--- config.mk ---
export PLATFORM = sky130hd
export DESIGN_NAME = mem_port_arbiter_4
export DESIGN_NICKNAME = d
export VERILOG_FILES = /design/src/rtl/mem_port_arbiter_4.sv
export SDC_FILE = /design/constraint.sdc
export NUM_CORES = 1
export LEC_CHECK = 0
export BUFFER_PORTS_ARGS = -buffer_cell sky130_fd_sc_hd__buf_2
export CAP_MARGIN = 20
export CORE_MARGIN = 2
export CORE_UTILIZATION = 25
export DETAILED_ROUTE_END_ITERATION = 8
export PLACE_DENSITY = 0.51
export RECOVER_POWER = 25
export SKIP_CTS_REPAIR_TIMING = 1
export SYNTH_ARGS = -nofsm -noshare
export SYNTH_HDL_FRONTEND = slang
export SYNTH_SLANG_ARGS = --single-unit
--- constraint.sdc ---
create_clock -name clk -period 3.6 [get_ports clk]
set_input_delay 0.18 -clock clk [delete_from_list [all_inputs] [get_ports clk]]
set_output_delay 0.18 -clock clk [all_outputs]
set_load 0.05 [all_outputs]
--- src/rtl/mem_port_arbiter_4.sv ---
// Round-robin arbiter/sequencer sharing one single-ported memory among four requesters.
// One memory transaction per grant; a watchdog releases the port if memory never answers.
`ifndef WORD_LENGTH
`define WORD_LENGTH 32
`endif

module mem_port_arbiter_4 #(
  parameter int TIMEOUT = 16
) (
  input  logic                    clk,
  input  logic                    rst,
  input  logic [3:0]              req,
  input  logic                    mem_ready,
  input  logic [`WORD_LENGTH-1:0] mem_rdata,
  output logic [1:0]              sel,
  output logic [3:0]              grant,
  output logic                    mem_start,
  output logic [3:0]              done,
  output logic                    timeout,
  output logic [`WORD_LENGTH-1:0] rdata
);

  localparam int NUM_REQ = 4;

  typedef enum logic {IDLE, WAIT} state_t;

  state_t     state;
  logic [1:0] ptr;
  logic [7:0] wcnt;
  logic [1:0] win;
  logic       win_found;

  // First requester at or after ptr, wrapping modulo 4.
  always_comb begin
    win       = ptr;
    win_found = 1'b0;
    for (int i = 0; i < NUM_REQ; i++) begin
      if (!win_found && req[ptr + 2'(i)]) begin
        win       = ptr + 2'(i);
        win_found = 1'b1;
      end
    end
  end

  always_ff @(posedge clk or posedge rst) begin
    if (rst) begin
      state     <= IDLE;
      ptr       <= 2'd0;
      sel       <= 2'd0;
      grant     <= 4'd0;
      mem_start <= 1'b0;
      done      <= 4'd0;
      timeout   <= 1'b0;
      rdata     <= '0;
      wcnt      <= 8'd0;
    end else begin
      mem_start <= 1'b0;
      done      <= 4'd0;
      timeout   <= 1'b0;
      case (state)
        IDLE: begin
          if (win_found) begin
            sel       <= win;
            grant     <= 4'b0001 << win;
            mem_start <= 1'b1;
            wcnt      <= 8'd0;
            state     <= WAIT;
          end
        end
        WAIT: begin
          // A completion in the watchdog's final cycle still counts as a completion.
          if (mem_ready) begin
            rdata <= mem_rdata;
            done  <= grant;
            grant <= 4'd0;
            ptr   <= sel + 2'd1;
            state <= IDLE;
          end else if (wcnt == 8'(TIMEOUT - 1)) begin
            timeout <= 1'b1;
            grant   <= 4'd0;
            ptr     <= sel + 2'd1;
            state   <= IDLE;
          end else begin
            wcnt <= wcnt + 8'd1;
          end
        end
        default: state <= IDLE;
      endcase
    end
  end

endmodule

After elaboration in Yosys (flattened, before gate mapping)
Index checks and enable logic that the tools add are counted.
{ "word_totals": {"in_bits": 39, "wordCells": 72, "out_inout_bits": 44, "reg_bits": 55} }
{ "op_classes": {"magnitude_cmp": 4, "n_mux": 35, "bitwise_logic": 1, "eq_ne": 5, "reduce_logical": 12, "n_shift": 1, "n_addsub": 5} }
{ "ops": {"columns": ["operator", "n"], "rows": [
  ["8-bit two-way mux", 3],
  ["4-bit two-way mux", 5],
  ["8-bit one-hot mux with 2 select lines", 1],
  ["1-bit two-way mux", 15],
  ["2-bit by 3-bit less-than comparator with 1-bit output (second input constant)", 4],
  ["2-bit two-way mux", 5],
  ["8-bit by 1-bit adder with 8-bit output (second input constant)", 1],
  ["1-bit binary-select mux with 2-bit select", 4],
  ["8-bit by 4-bit equality test with 1-bit output (second input constant)", 1],
  ["4-bit one-hot mux with 2 select lines", 1],
  ["2-bit AND reduction", 4],
  ["2-bit inequality test (second input constant)", 3],
  ["2-bit by 1-bit adder with 2-bit output (second input constant)", 2],
  ["2-bit adder (second input constant)", 2],
  ["1-bit by 2-bit << shifter with 4-bit output (first input constant)", 1],
  ["1-bit logical AND", 3],
  ["1-bit logical NOT", 3],
  ["3-bit by 2-bit inequality test with 1-bit output (second input constant)", 1],
  ["3-bit AND reduction", 1],
  ["1-bit one-hot mux with 2 select lines", 1],
  ["2-bit nonzero test", 1],
  ["1-bit inverter", 1]
]} }

Logic depth before layout (Yosys ltp)
Gate-level depths: netlist (run 1).
{ "depth": {"depth_word": 15, "depth_mapped": 5, "mapped_depth_nobuf": 5} }

Worst setup path before layout (run 1)
No wires, ideal clock.
{ "synth_timing": {"path_type": "register to register", "start": "register wcnt[7]", "end": "register ptr[1]", "period_less_slack_ns": 1.571, "n_path_buf": 0, "path_stages_with_launch": 5, "setup_ns": 0.125, "path_slack_ns": 2.029, "t_required_ns": 3.475, "t_arrival_ns": 1.446, "path_cell_list": "dfrtp_1 -> or4_4 -> o21bai_4 -> nand2_2 -> mux2_4"} }
{ "synth_between": {"elab_chain_cells": 3} }
{ "synth_rtl": {"columns": ["element", "line_no", "text"], "rows": [
  ["start, declared", "29", "logic [7:0] wcnt;"],
  ["start signal, assigned", "84", "wcnt <= wcnt + 8'd1;"],
  ["8-bit by 4-bit equality test with 1-bit output", "78", "end else if (wcnt == 8'(TIMEOUT - 1)) begin"],
  ["2-bit nonzero test (no source line)", null, null],
  ["2-bit AND reduction (no source line)", null, null],
  ["end signal, assigned", "76", "ptr <= sel + 2'd1;"],
  ["end signal, assigned", "81", "ptr <= sel + 2'd1;"],
  ["end, declared", "28", "logic [1:0] ptr;"]
]} }
Every way passes these cells.
A chain may end at the register's enable or synchronous reset.

Worst setup path in the final report (run 1)
{ "layout_timing": {"start": "register wcnt[4]", "end": "register ptr[1]"} }
The elaborated chain is that of the path after synthesis.

==> results of run 1 <==
[worst paths after layout]
check                      slack (ns)               endpoint  depth (start not counted)                  start
min in group asynchronous        0.55  rdata[25]$_DFFE_PP0P_                          3                    rst
max in group asynchronous        2.09   rdata[3]$_DFFE_PP0P_                          4                    rst
max reg2reg                      1.92     ptr[1]$_DFFE_PP0P_                          4    wcnt[4]$_DFFE_PP0P_
max                              1.92     ptr[1]$_DFFE_PP0P_                          4    wcnt[4]$_DFFE_PP0P_
min reg2reg                      0.51  rdata[19]$_DFFE_PP0P_                          1  rdata[19]$_DFFE_PP0P_
min                              0.10  rdata[19]$_DFFE_PP0P_                          2          mem_rdata[19]
[power by group]
group / switching (mW) / internal, mW / total, mW
Clock: 0.197 / 0.225 / 0.423
Sequential: 0.154 / 0.866 / 1.02
Combinational: 1.09 / 0.399 / 1.49
[kinds of logic (layout without fill, tap and decap cells)]
kind of cell / Yosys count / count (layout)
flops: 55 / 55
simple gates: 35 / 35
mux: 34 / 34
compound gates: 24 / 24
buf+inv: 10 / 99
xor+xnor: 6 / 6
fa+ha+maj: 1 / 1
[layer usage]
| metal | vias to the layer above | GRT usage, % | share of wire, % |
|---|---|---|---|
| met5 | - | 0 | 0 |
| met4 | 0 | 3.477 | 1.0 |
| met3 | 2 | 2.695 | 5.8 |
| met2 | 54 | 15.28 | 45 |
| met1 | 770 | 13.62 | 48 |
| li1 | 758 | - | - |
[worst register-to-register path: stages, from the launching register on]
cell and delay (ns):
sky130_fd_sc_hd__dfrtp_1 0.43, sky130_fd_sc_hd__or4_4 0.58, sky130_fd_sc_hd__o21bai_4 0.15, sky130_fd_sc_hd__nand2_2 0.09, sky130_fd_sc_hd__mux2_4 0.31
[stage by stage]
step,area [sq um],utilization (%)
after floorplan,2241,-
after global placement,2781,31.89
after detailed placement,2781,31.89
after CTS,2899,33.24
after global routing,2892,33.16
final,2892,33.16
[area by class of cell]
cell class	count	share of cell area, %
Tap cell	108	4.673
Sequential cell	55	47.60
Inverter	6	0.7789
Clock buffer	6	2.856
Multi-Input combinational cell	100	28.43
Clock inverter	2	1.212
Timing Repair Buffer	85	14.45
[cell usage in the layout (no fill, tap or decap), types with 2 or more instances in the layout]
cell type / instances
sky130_fd_sc_hd__buf_4: 2
sky130_fd_sc_hd__buf_2: 68
sky130_fd_sc_hd__clkbuf_8: 6
sky130_fd_sc_hd__a21o_1: 3
sky130_fd_sc_hd__nand3_1: 5
sky130_fd_sc_hd__clkbuf_1: 14
sky130_fd_sc_hd__a21oi_1: 4
sky130_fd_sc_hd__and3_1: 5
sky130_fd_sc_hd__nand2_1: 4
sky130_fd_sc_hd__xor2_1: 5
sky130_fd_sc_hd__nand2b_1: 3
sky130_fd_sc_hd__a22o_1: 2
sky130_fd_sc_hd__o211ai_1: 2
sky130_fd_sc_hd__mux2_2: 32
sky130_fd_sc_hd__nor2_1: 7
sky130_fd_sc_hd__dfrtp_1: 55
sky130_fd_sc_hd__o2bb2ai_1: 2
sky130_fd_sc_hd__or3_1: 2
sky130_fd_sc_hd__o21ai_0: 5
sky130_fd_sc_hd__inv_1: 5
[state kept, by name, summed over array words and instances, names as in the netlist]
| name | cells |
|---|---|
| wcnt | 8 |
| rdata | 32 |
| ptr | 2 |
| grant | 4 |
| mem_start | 1 |
| state | 1 |
| done | 4 |
| timeout | 1 |
| sel | 2 |
==> metrics.md, run 1 <==
| Metric | Value |
|---|---|
| Count of synthesis-stage warnings from yosys | 0 |
| Gate count after technology mapping | 165 |
| Area used by sequential logic in the layout | between 1000 and 1500 sq um |
| WP data required | between 3 and 4 ns |
| Mean number of vias per cell | roughly 4.4 |
| H-tree Lvls | 2 |
| Num Clock Sinks | 55 |
| Effective utilization at floorplan | between 20% and 30% |
| Total congestion overflow | 0 |
| Register bit total from synthesis | 55 |
| Static Leakage | ~1.4 nW |
| Post-Synthesis Mean Instance Area | ~14 sq um |
| TritonCTS clock tree | built |
| Maximum capacitance violations | 0 |
| Mux cell area share after synthesis | between 15 and 20% |
| Buffering stage count on the worst path with inverters included | 0 |
| Post-placement setup slack | 1.940 ns |
| Area added between synthesis and finish | 29.03% |
| Root buffer selected by CTS | sky130_fd_sc_hd__clkbuf_8 |
| Final Worst Setup Slack | 1.924 ns |
| Worst Setup End Kind | flop |
| Filler instances | 898 |
| Total vias in the final route | roughly 1,600 |
| Fraction of registers with async set or reset after synthesis | 100.0% |
| Global-route wire length before repair | a little under 8000 um |
| CP peak stage delay | 0.58 ns |
| Setup CP Type | flop to flop |
| Final max-slew violation count | 0 |
| Per-cell routed wire length | roughly 13 um |
| Maximum number of pins on one net before global-route repair | 36 |
| TritonCTS Buffers | 5 |
| Non-Filler Instances | roughly 360 |
| Least-Margin Pin Slew | about 0.8 ns |
| Normalized max-slew margin | 47.84% |
| Worst hold-check slack | about 0.10 ns |
| Leading register cell type out of synthesis | sky130_fd_sc_hd__dfrtp_1 |
| Maximum net fanout on the critical path | 5 |
| Gr usage total | 9.960% |
| Largest cells by area after synthesis | sky130_fd_sc_hd__dfrtp_1 (61%), sky130_fd_sc_hd__mux2_2 (16%), sky130_fd_sc_hd__xor2_1 (2.0%) |
| Via count of the first global-routing pass | approximately 1,600 |
| Post-synthesis sequential area ratio | just over 60% |
| Last weighted congestion value of the routability-driven placer | between 0.8 and 0.9 |
| Post-route DRC violation count | 0 |
| # setup viols final | 0 |
| 1st-iter DRT viols | 45 |
| CORE AREA | around 8700 sq um |
| Die Outline Area | around 9700 sq um |
| Multi-input gate area | ~820 sq um |
| Data arrival time at the worst-slack endpoint | around 1.9 ns |
| Power after layout | roughly 2.9 mW |
| Total length of routed wires | roughly 4800 um |
| Parity-gate share of the synthesized area counting xor and xnor cells | 2.345% |
| Die height | between 90 and 100 um |
| Number of detailed-routing iterations run before antenna repair | 4 |
| Net count of the finished layout | 293 |
| Portion of synthesized cell area occupied by the leading cell type | roughly three fifths |
| Min Tclk post-route | roughly 1.7 ns |
| Synthesized-area fraction occupied by ao, oa, aoi and oai cells | slightly below 8% |
| Number of enable-type register cells in the synthesized netlist | 0 |
| Post-synthesis cell type with the largest combined area | sky130_fd_sc_hd__dfrtp_1 |
| Share of post-route cells with drive strength above 1 | between 40% and 50% |
| Synth cell types | 37 |
| Setup repair after global routing missed its margin | false |
| Post-synthesis instance area | between 2000 and 2500 sq um |
| I/O pin count | between 80 and 90 |
| Sum of net half-perimeters after detailed placement | around 3500 um |
| Main combinational cell family by area after synthesis | multiplexers |
| Final cycle utilization of the critical path | a little under half |
| Status | finished clean |
| Slowest stage cell on the critical path | sky130_fd_sc_hd__or4_4 |
| Dpl cells | roughly 350 |
| Clk Latency, worst-skew pair | roughly 0.3 ns |
| Element type at the critical path start | flop |
| Clk_skew | approximately 0.0072 ns |
| Clock-pin slew of the registers on the worst-case setup and hold paths | about 0.10 ns |
| Cell Rows | 34 |
| Post-Synthesis Net Count | between 200 and 250 |
| Buffer depth of the longest clock path | 2 |
| Buffers on Ports | 82 |
| Fraction of the mapped netlist area in adder cells | 0.5583% |
| Critical path cell sequence | or4_4, o21bai_4, nand2_2, mux2_4 |
| Fraction of the mapped netlist area in simple logic gates | ~8.7% |
| Endpoints failing hold | 0 |
| Most frequent cells after synthesis | sky130_fd_sc_hd__dfrtp_1 (55), sky130_fd_sc_hd__mux2_2 (32), sky130_fd_sc_hd__nor2_1 (7) |
| Cell type group with the largest total delay on the critical path | simple AND/OR/NAND/NOR gates |
| Number of inserted diodes | 0 |
| Peak ir drop on the vdd network | around 0.00027 V |
| Number of antenna violations at the first check in global routing | 0 |
| Type of the worst min-delay path | primary input to flop |
| Chip Width | 98.68 um |
| Antenna-violating nets left | 0 |
| Power density cells | around 1000 nW/um^2 |
| Fmax | just under 0.6 GHz |
| Final total negative setup slack | 0 ns |
| Most used standard cell by instance count after synthesis | sky130_fd_sc_hd__dfrtp_1 |
No activity file was read; power rests on OpenSTA's default activity.
==> run 2: changes to the inputs <==
--- a/config.mk
+++ b/config.mk
@@ -10,7 +10,7 @@
 export CORE_MARGIN = 2
 export CORE_UTILIZATION = 25
 export DETAILED_ROUTE_END_ITERATION = 8
-export PLACE_DENSITY = 0.51
+export PLACE_DENSITY = 0.53
 export RECOVER_POWER = 25
 export SKIP_CTS_REPAIR_TIMING = 1
 export SYNTH_ARGS = -nofsm -noshare
==> constraint.sdc (replaced) <==
create_clock -name clk -period 1.5 [get_ports clk]
set_input_delay 0.075 -clock clk [delete_from_list [all_inputs] [get_ports clk]]
set_output_delay 0.075 -clock clk [all_outputs]
set_load 0.05 [all_outputs]
==> metrics.md, run 2 (synthesis results as in run 1) <==
| Metric | Value |
|---|---|
| Status | finished with violations |
| Failing checks | setup timing |
| Buffers on Ports | 82 (unchanged) |
| Antenna-violating nets left | 0 (unchanged) |
| Least-Margin Pin Slew | 0.8191 ns (+0.03762 ns) |
| End point of the worst hold path | rdata[22]$_DFFE_PP0P_ |
| Clk Latency, worst-skew pair | 0.30 ns (about the same) |
| Filler instances | 836 (-6.9%) |
| 1st-iter DRT viols | 55 (+22%) |
| Sw frac | 49.09% (-0.096 points) |
| Top register by number of flip-flops | rdata |
| Die height | 98.68 um (unchanged) |
| # setup viols final | 8 (+8) |
| Switching component of the power | 3.561 mW (+150%) |
| TritonCTS clock tree | built |
| Fmax | 0.6184 GHz (+3.7%) |
| Reg-to-reg endpoint | ptr[1]$_DFFE_PP0P_ |
| Dpl cells | 371 (+5.1%) |
| Maximum capacitance violations | 0 (unchanged) |
| Clock-pin slew of the registers on the worst-case setup and hold paths | 0.10 ns (about the same) |
| Clk_skew | 0.008012 ns (+0.0007815 ns) |
| Non-Filler Instances | 410 (+13%) |
| Maximum number of pins on one net before global-route repair | 26 (-28%) |
| Start point of the worst min-delay path | mem_rdata[22] |
| Element type at the critical path start | flop |
| Number of antenna violations at the first check in global routing | 0 (unchanged) |
| H-tree Lvls | 2 (unchanged) |
| Setup CP Type | flop to flop |
| Most frequent cells in the layout | sky130_fd_sc_hd__buf_2 (82), sky130_fd_sc_hd__dfrtp_1 (55), sky130_fd_sc_hd__mux2_2 (32), sky130_fd_sc_hd__dlygate4sd3_1 (31), sky130_fd_sc_hd__buf_4 (17) |
| Last weighted congestion value of the routability-driven placer | 0.7974 (-1.5%) |
| Data arrival time at the worst-slack endpoint | 1.81 ns (-0.06 ns) |
| Reg power frac | 33.0% (-1.8 points) |
| Area used by sequential logic in the layout | 1376 sq um (unchanged) |
| Number of flip-flops in the largest register | 32 (unchanged) |
| Leading cell type in the layout, fill and taps excluded | sky130_fd_sc_hd__buf_2 |
| Final standard cell area without fillers | 3364 sq um (+16%) |
| Maximum net fanout on the critical path | 5 (unchanged) |
| Die Outline Area | 9737 sq um (unchanged) |
| Cell Rows | 34 (unchanged) |
| WP data required | 1.69 ns (-2.10 ns) |
| Part of the total power dissipated in combinational logic | 55.1% (+4.3 points) |
| Via count of the first global-routing pass | 1,623 (+1.2%) |
| Multi-input gate area | 835.8 sq um (+1.7%) |
| Worst Hold Path Cells | 2 (unchanged) |
| Share of post-route cells with drive strength above 1 | 50.00% (+4.3 points) |
| Net count of the finished layout | 341 (+16%) |
| Buffer depth of the longest clock path | 2 (unchanged) |
| Post-DP Area | 2954 sq um (+6.2%) |
| Power Internal | 3.692 mW (+150%) |
| Sum of net half-perimeters after detailed placement | 3694 um (+6.0%) |
| Setup repair after global routing missed its margin | true |
| Type of the worst min-delay path | primary input to flop |
| I/O pin count | 83 (unchanged) |
| Clock share of power | 11.9% (-2.5 points) |
| Area added between synthesis and finish | 50.14% |
| Gr usage total | 10.26% (+0.30 points) |
| Final max-slew violation count | 0 (unchanged) |
| Total congestion overflow | 0 (unchanged) |
| Global-route wire length before repair | 8052 um (+3.4%) |
| Power density cells | 2156 nW/um^2 (+110%) |
| Endpoints failing hold | 0 (unchanged) |
| Number of detailed-routing iterations run before antenna repair | 4 (unchanged) |
| Total length of routed wires | 5241 um (+10%) |
| Final cycle utilization of the critical path | 107.8% (+61 points) |
| Post-route DRC violation count | 0 (unchanged) |
| Number of cells on the worst reg-to-reg path | 4 (unchanged) |
| Per-cell routed wire length | 12.78 um (-2.9%) |
| Worst hold-check slack | 0.006269 ns (-0.09523 ns) |
| Largest registers in the final layout | rdata (32), wcnt (8) |
| Min Tclk post-route | 1.617 ns (-0.05927 ns) |
| Reg2Reg Launch Point | wcnt[6]$_DFFE_PP0P_ |
| Mean number of vias per cell | 4.268 (-2.5%) |
| Number of inserted diodes | 0 (unchanged) |
| Final Worst Setup Slack | -0.1171 ns (-2.041 ns) |
| Peak ir drop on the vdd network | 0.0008481 V (+220%) |
| Static Leakage | 1.661 nW (+18%) |
| Total vias in the final route | 1,750 (+10%) |
| Root buffer selected by CTS | sky130_fd_sc_hd__clkbuf_8 |
| Num Clock Sinks | 55 (unchanged) |
| Worst Setup End Kind | flop |
| Effective utilization at floorplan | 25.70% (unchanged) |
| Post-placement setup slack | -0.1001 ns (-2.040 ns) |
| Power after layout | 7.253 mW (+150%) |
| Normalized max-slew margin | 45.33% (-2.5 points) |
| Reg-to-reg setup timing slack | -0.12 ns (-2.04 ns) |
| TritonCTS Buffers | 5 (unchanged) |
| Chip Width | 98.68 um (unchanged) |
| CORE AREA | 8721 sq um (unchanged) |
[run 2: cell types whose count changed in the layout (fill, tap and decap cells not counted), sizes merged]
cell / before / now
buf: 70 / 101
bufinv: 1 / 0
clkbuf: 20 / 7
clkinvlp: 0 / 1
dlygate4sd3: 1 / 31
[run 2: worst max-delay path by stage]
| stage | start | slack, ns | cells past startpoint | end |
|---|---|---|---|---|
| floorplan | wcnt[7]$_DFFE_PP0P_ | -0.07 | 4 | ptr[1]$_DFFE_PP0P_ |
| global placement | wcnt[7]$_DFFE_PP0P_ | -0.09 | 4 | grant[3]$_DFFE_PP0P_ |
| detailed placement | wcnt[7]$_DFFE_PP0P_ | -0.10 | 4 | grant[3]$_DFFE_PP0P_ |
| CTS | wcnt[7]$_DFFE_PP0P_ | -0.12 | 4 | grant[3]$_DFFE_PP0P_ |
| global route | wcnt[6]$_DFFE_PP0P_ | -0.18 | 4 | ptr[1]$_DFFE_PP0P_ |
| finish | wcnt[6]$_DFFE_PP0P_ | -0.12 | 4 | ptr[1]$_DFFE_PP0P_ |
[run 2: area by class of cell]
type	instances	share of cell area, %
repair buffers	133	26.63
multi-input cells	100	24.84
clock inverters	2	0.4835
flip-flops and latches	55	40.91
clock buffers	6	2.454
inverters	6	0.6694
well taps	108	4.016
[run 2: metal layers]
metal,vias up,global-route usage [%],routed length [um]
li1,856,-,-
met1,837,14.43,2431
met2,53,15.91,2531
met3,4,2.553,248
met4,0,2.634,29
met5,-,0,0
[run 2: power groups by stage]
stage                     Sequential, mW  Clock (mW)  Combinational [mW]
after floorplan                     4.30           0               0.975
after global placement              2.40           0                3.92
after detailed placement            2.42           0                3.95
after CTS                           2.39       0.924                3.96
after global routing                2.48       0.977                4.21
final                               2.39       0.866                4.00
[run 2: metrics by stage]
step / utilization [%] / setup TNS, ns
after detailed placement: 33.87 / -0.3726
after floorplan: - / -0.1611
after global routing: 38.58 / -3.992
after global placement: 33.87 / -0.2885
final: 38.58 / -0.3821
after CTS: 35.01 / -0.4907
[run 2: worst max-delay path, cell delays in order (launching register included)]
cell                       delay [ns]
sky130_fd_sc_hd__dfrtp_1         0.39
sky130_fd_sc_hd__or4_4           0.59
sky130_fd_sc_hd__o21bai_4        0.16
sky130_fd_sc_hd__nand2_2         0.08
sky130_fd_sc_hd__mux2_4          0.29
==> run 3: changes to the inputs <==
--- a/config.mk
+++ b/config.mk
@@ -12,6 +12,7 @@
 export DETAILED_ROUTE_END_ITERATION = 8
 export PLACE_DENSITY = 0.53
 export RECOVER_POWER = 25
+export REMOVE_ABC_BUFFERS = 1
 export SKIP_CTS_REPAIR_TIMING = 1
 export SYNTH_ARGS = -nofsm -noshare
 export SYNTH_HDL_FRONTEND = slang
==> metrics.md, run 3 (synthesis results as in run 1) <==
| Metric | Value |
|---|---|
| Filler instances | 856 (+2.4%) |
| Routing usage on met1 | 11.92% (-2.5 points) |
| Final max-slew violation count | 0 (unchanged) |
| Most frequent cells in the layout | sky130_fd_sc_hd__buf_2 (82), sky130_fd_sc_hd__dfrtp_1 (54), sky130_fd_sc_hd__mux2_2 (32), sky130_fd_sc_hd__dlygate4sd3_1 (25), sky130_fd_sc_hd__buf_4 (19) |
| Die Outline Area | 9737 sq um (unchanged) |
| Final Worst Setup Slack | -0.1045 ns (+0.01264 ns) |
| Least-Margin Pin Slew | 0.7439 ns (-0.07524 ns) |
| Mean number of vias per cell | 4.304 (+0.83%) |
| Post-route DRC violation count | 0 (unchanged) |
| Met2 routing resource usage after global routing | 16.48% (+0.58 points) |
| Critical path startpoint | wcnt[4]$_DFFE_PP0P_ |
| Utilization after layout | 37.92% (-0.66 points) |
| Critical path cell sequence | or4_4, o21bai_4, nand2_2, mux2_4 |
| Fmax | 0.6233 GHz (+0.79%) |
| Reg2Reg Launch Point | wcnt[4]$_DFFE_PP0P_ |
| Global-route wire length before repair | 7596 um (-5.7%) |
| Clk Latency, worst-skew pair | 0.29 ns (about the same) |
| Number of detailed-routing iterations run before antenna repair | 4 (unchanged) |
| Switching component of the power | 3.502 mW (-1.6%) |
| Total length of routed wires | 4911 um (-6.3%) |
| H-tree Lvls | 2 (unchanged) |
| Total vias in the final route | 1,743 (-0.40%) |
| Power Internal | 3.734 mW (+1.1%) |
| TritonCTS Buffers | 5 (unchanged) |
| Reg power frac | 33.2% (+0.2 points) |
| Maximum net fanout on the critical path | 5 (unchanged) |
| Power after layout | 7.236 mW (-0.23%) |
| Part of the total power dissipated in combinational logic | 54.6% (-0.5 points) |
| Met3 demand-to-capacity share in global routing | 3.121% (+0.57 points) |
| Via count of the first global-routing pass | 1,590 (-2.0%) |
| Status | finished with violations |
| Top register by number of flip-flops | rdata |
| Peak ir drop on the vdd network | 0.0007290 V (-14%) |
| Buffers on Ports | 82 (unchanged) |
| Gr usage total | 9.731% (-0.53 points) |
| Per-cell routed wire length | 12.13 um (-5.1%) |
| Num Clock Sinks | 55 (unchanged) |
| Effective utilization at floorplan | 25.70% (unchanged) |
| Total congestion overflow | 0 (unchanged) |
| Setup repair after global routing missed its margin | true |
| Last weighted congestion value of the routability-driven placer | 0.7812 (-2.0%) |
| Reg-to-reg endpoint | ptr[1]$_DFFE_PP0P_ |
| Static Leakage | 1.636 nW (-1.5%) |
| Area added between synthesis and finish | 47.57% |
| Power density cells | 2188 nW/um^2 (+1.5%) |
| Worst Setup End Kind | flop |
| Cell Rows | 34 (unchanged) |
| Sum of net half-perimeters after detailed placement | 3497 um (-5.3%) |
| Clk_skew | 0.003544 ns (-0.004467 ns) |
| Most heavily used metal layer in global routing | met2 |
| Buffer depth of the longest clock path | 2 (unchanged) |
| TritonCTS clock tree | built |
| Final cycle utilization of the critical path | 107.0% (-0.84 points) |
| CORE AREA | 8721 sq um (unchanged) |
| Number of inserted diodes | 0 (unchanged) |
| Number of flip-flops in the largest register | 32 (unchanged) |
| Antenna-violating nets left | 0 (unchanged) |
| Leading cell type in the layout, fill and taps excluded | sky130_fd_sc_hd__buf_2 |
| Worst setup path endpoint | ptr[1]$_DFFE_PP0P_ |
| Chip Width | 98.68 um (unchanged) |
| Slowest stage cell on the critical path | sky130_fd_sc_hd__or4_4 |
| Number of cells on the worst reg-to-reg path | 4 (unchanged) |
| Die height | 98.68 um (unchanged) |
| Setup CP Type | flop to flop |
| Maximum capacitance violations | 0 (unchanged) |
| Type of the worst min-delay path | primary input to flop |
| Data arrival time at the worst-slack endpoint | 1.80 ns (about the same) |
| Clock share of power | 12.2% (+0.3 points) |
| Min Tclk post-route | 1.604 ns (-0.01264 ns) |
| Root buffer selected by CTS | sky130_fd_sc_hd__clkbuf_8 |
| Net count of the finished layout | 336 (-1.5%) |
| Share of post-route cells with drive strength above 1 | 51.85% (+1.9 points) |
| Sw frac | 48.40% (-0.69 points) |
| Number of antenna violations at the first check in global routing | 0 (unchanged) |
| WP depth | 4 (unchanged) |
| Final total negative setup slack | -0.3096 ns (+0.07251 ns) |
| WP data required | 1.69 ns (about the same) |
| Failing checks | setup timing |
| Reg-to-reg setup timing slack | -0.10 ns (about the same) |
| CP peak stage delay | 0.58 ns (about the same) |
| 1st-iter DRT viols | 41 (-25%) |
| Largest registers in the final layout | rdata (32), wcnt (8) |
| Post-placement setup slack | -0.1036 ns (-0.003476 ns) |
| # setup viols final | 6 (-2) |
| Cell type group with the largest total delay on the critical path | simple AND/OR/NAND/NOR gates |
| Element type at the critical path start | flop |
| Normalized max-slew margin | 50.41% (+5.1 points) |
| I/O pin count | 83 (unchanged) |
| Post-DP Area | 2927 sq um (-0.93%) |
| Clock-pin slew of the registers on the worst-case setup and hold paths | 0.10 ns (about the same) |
| Buffering stage count on the worst path with inverters included | 0 (unchanged) |
| Endpoints failing hold | 0 (unchanged) |
| Maximum number of pins on one net before global-route repair | 56 (+120%) |
| Final standard cell area without fillers | 3307 sq um (-1.7%) |
[run 3: cell types whose count changed in the layout (fill, tap and decap cells not counted), sizes merged]
cell / change
buf: +1
clkbuf: +1
clkinv: -1
dlygate4sd3: -6
[run 3: worst reg2reg max path, cell delays in order, from the launching register on]
cell                       delay (ns)
sky130_fd_sc_hd__dfrtp_1         0.39
sky130_fd_sc_hd__or4_4           0.58
sky130_fd_sc_hd__o21bai_4        0.16
sky130_fd_sc_hd__nand2_2         0.08
sky130_fd_sc_hd__mux2_4          0.29
[run 3: layout make-up]
cell class / instances / area, sq um / share of cell area [%]
clock buffers: 7 / 96.34 / 2.913
repair buffers: 128 / 830.8 / 25.12
clock inverters: 1 / 7.507 / 0.2270
inverters: 6 / 22.52 / 0.6810
well taps: 108 / 135.1 / 4.086
flip-flops and latches: 55 / 1378 / 41.66
multi-input cells: 100 / 837.1 / 25.31
[run 3: worst min-delay path by stage]
stage	endpoint	depth (start not counted)	slack, ns	start
after floorplan	rdata[0]$_DFFE_PP0P_	1	0.23	mem_rdata[0]
after global placement	rdata[1]$_DFFE_PP0P_	3	0.15	rst
after detailed placement	rdata[1]$_DFFE_PP0P_	3	0.15	rst
after CTS	rdata[26]$_DFFE_PP0P_	3	-0.19	rst
after global routing	rdata[25]$_DFFE_PP0P_	2	-0.002	mem_rdata[25]
final	rdata[30]$_DFFE_PP0P_	2	0.01	mem_rdata[30]
[run 3: per-layer routing]
layer	vias up	share of wire [%]
met4	0	1.2
met3	5	6.0
met1	833	44
li1	846	-
met5	-	0
met2	59	49
[run 3: power groups by stage]
stage | logic, mW | clock network, mW | registers [mW]
global route | 4.17 | 0.999 | 2.49
global placement | 3.87 | 0 | 2.41
floorplan | 0.930 | 0 | 4.32
CTS | 3.89 | 0.937 | 2.41
detailed placement | 3.88 | 0 | 2.44
finish | 3.95 | 0.882 | 2.40
[run 3: per-stage QoR]
step	cells	hold WS, ns
after floorplan	161	0.2257
after global placement	369	0.1516
after detailed placement	369	0.1544
after CTS	377	-0.1860
after global routing	405	-0.001994
final	405	0.01096
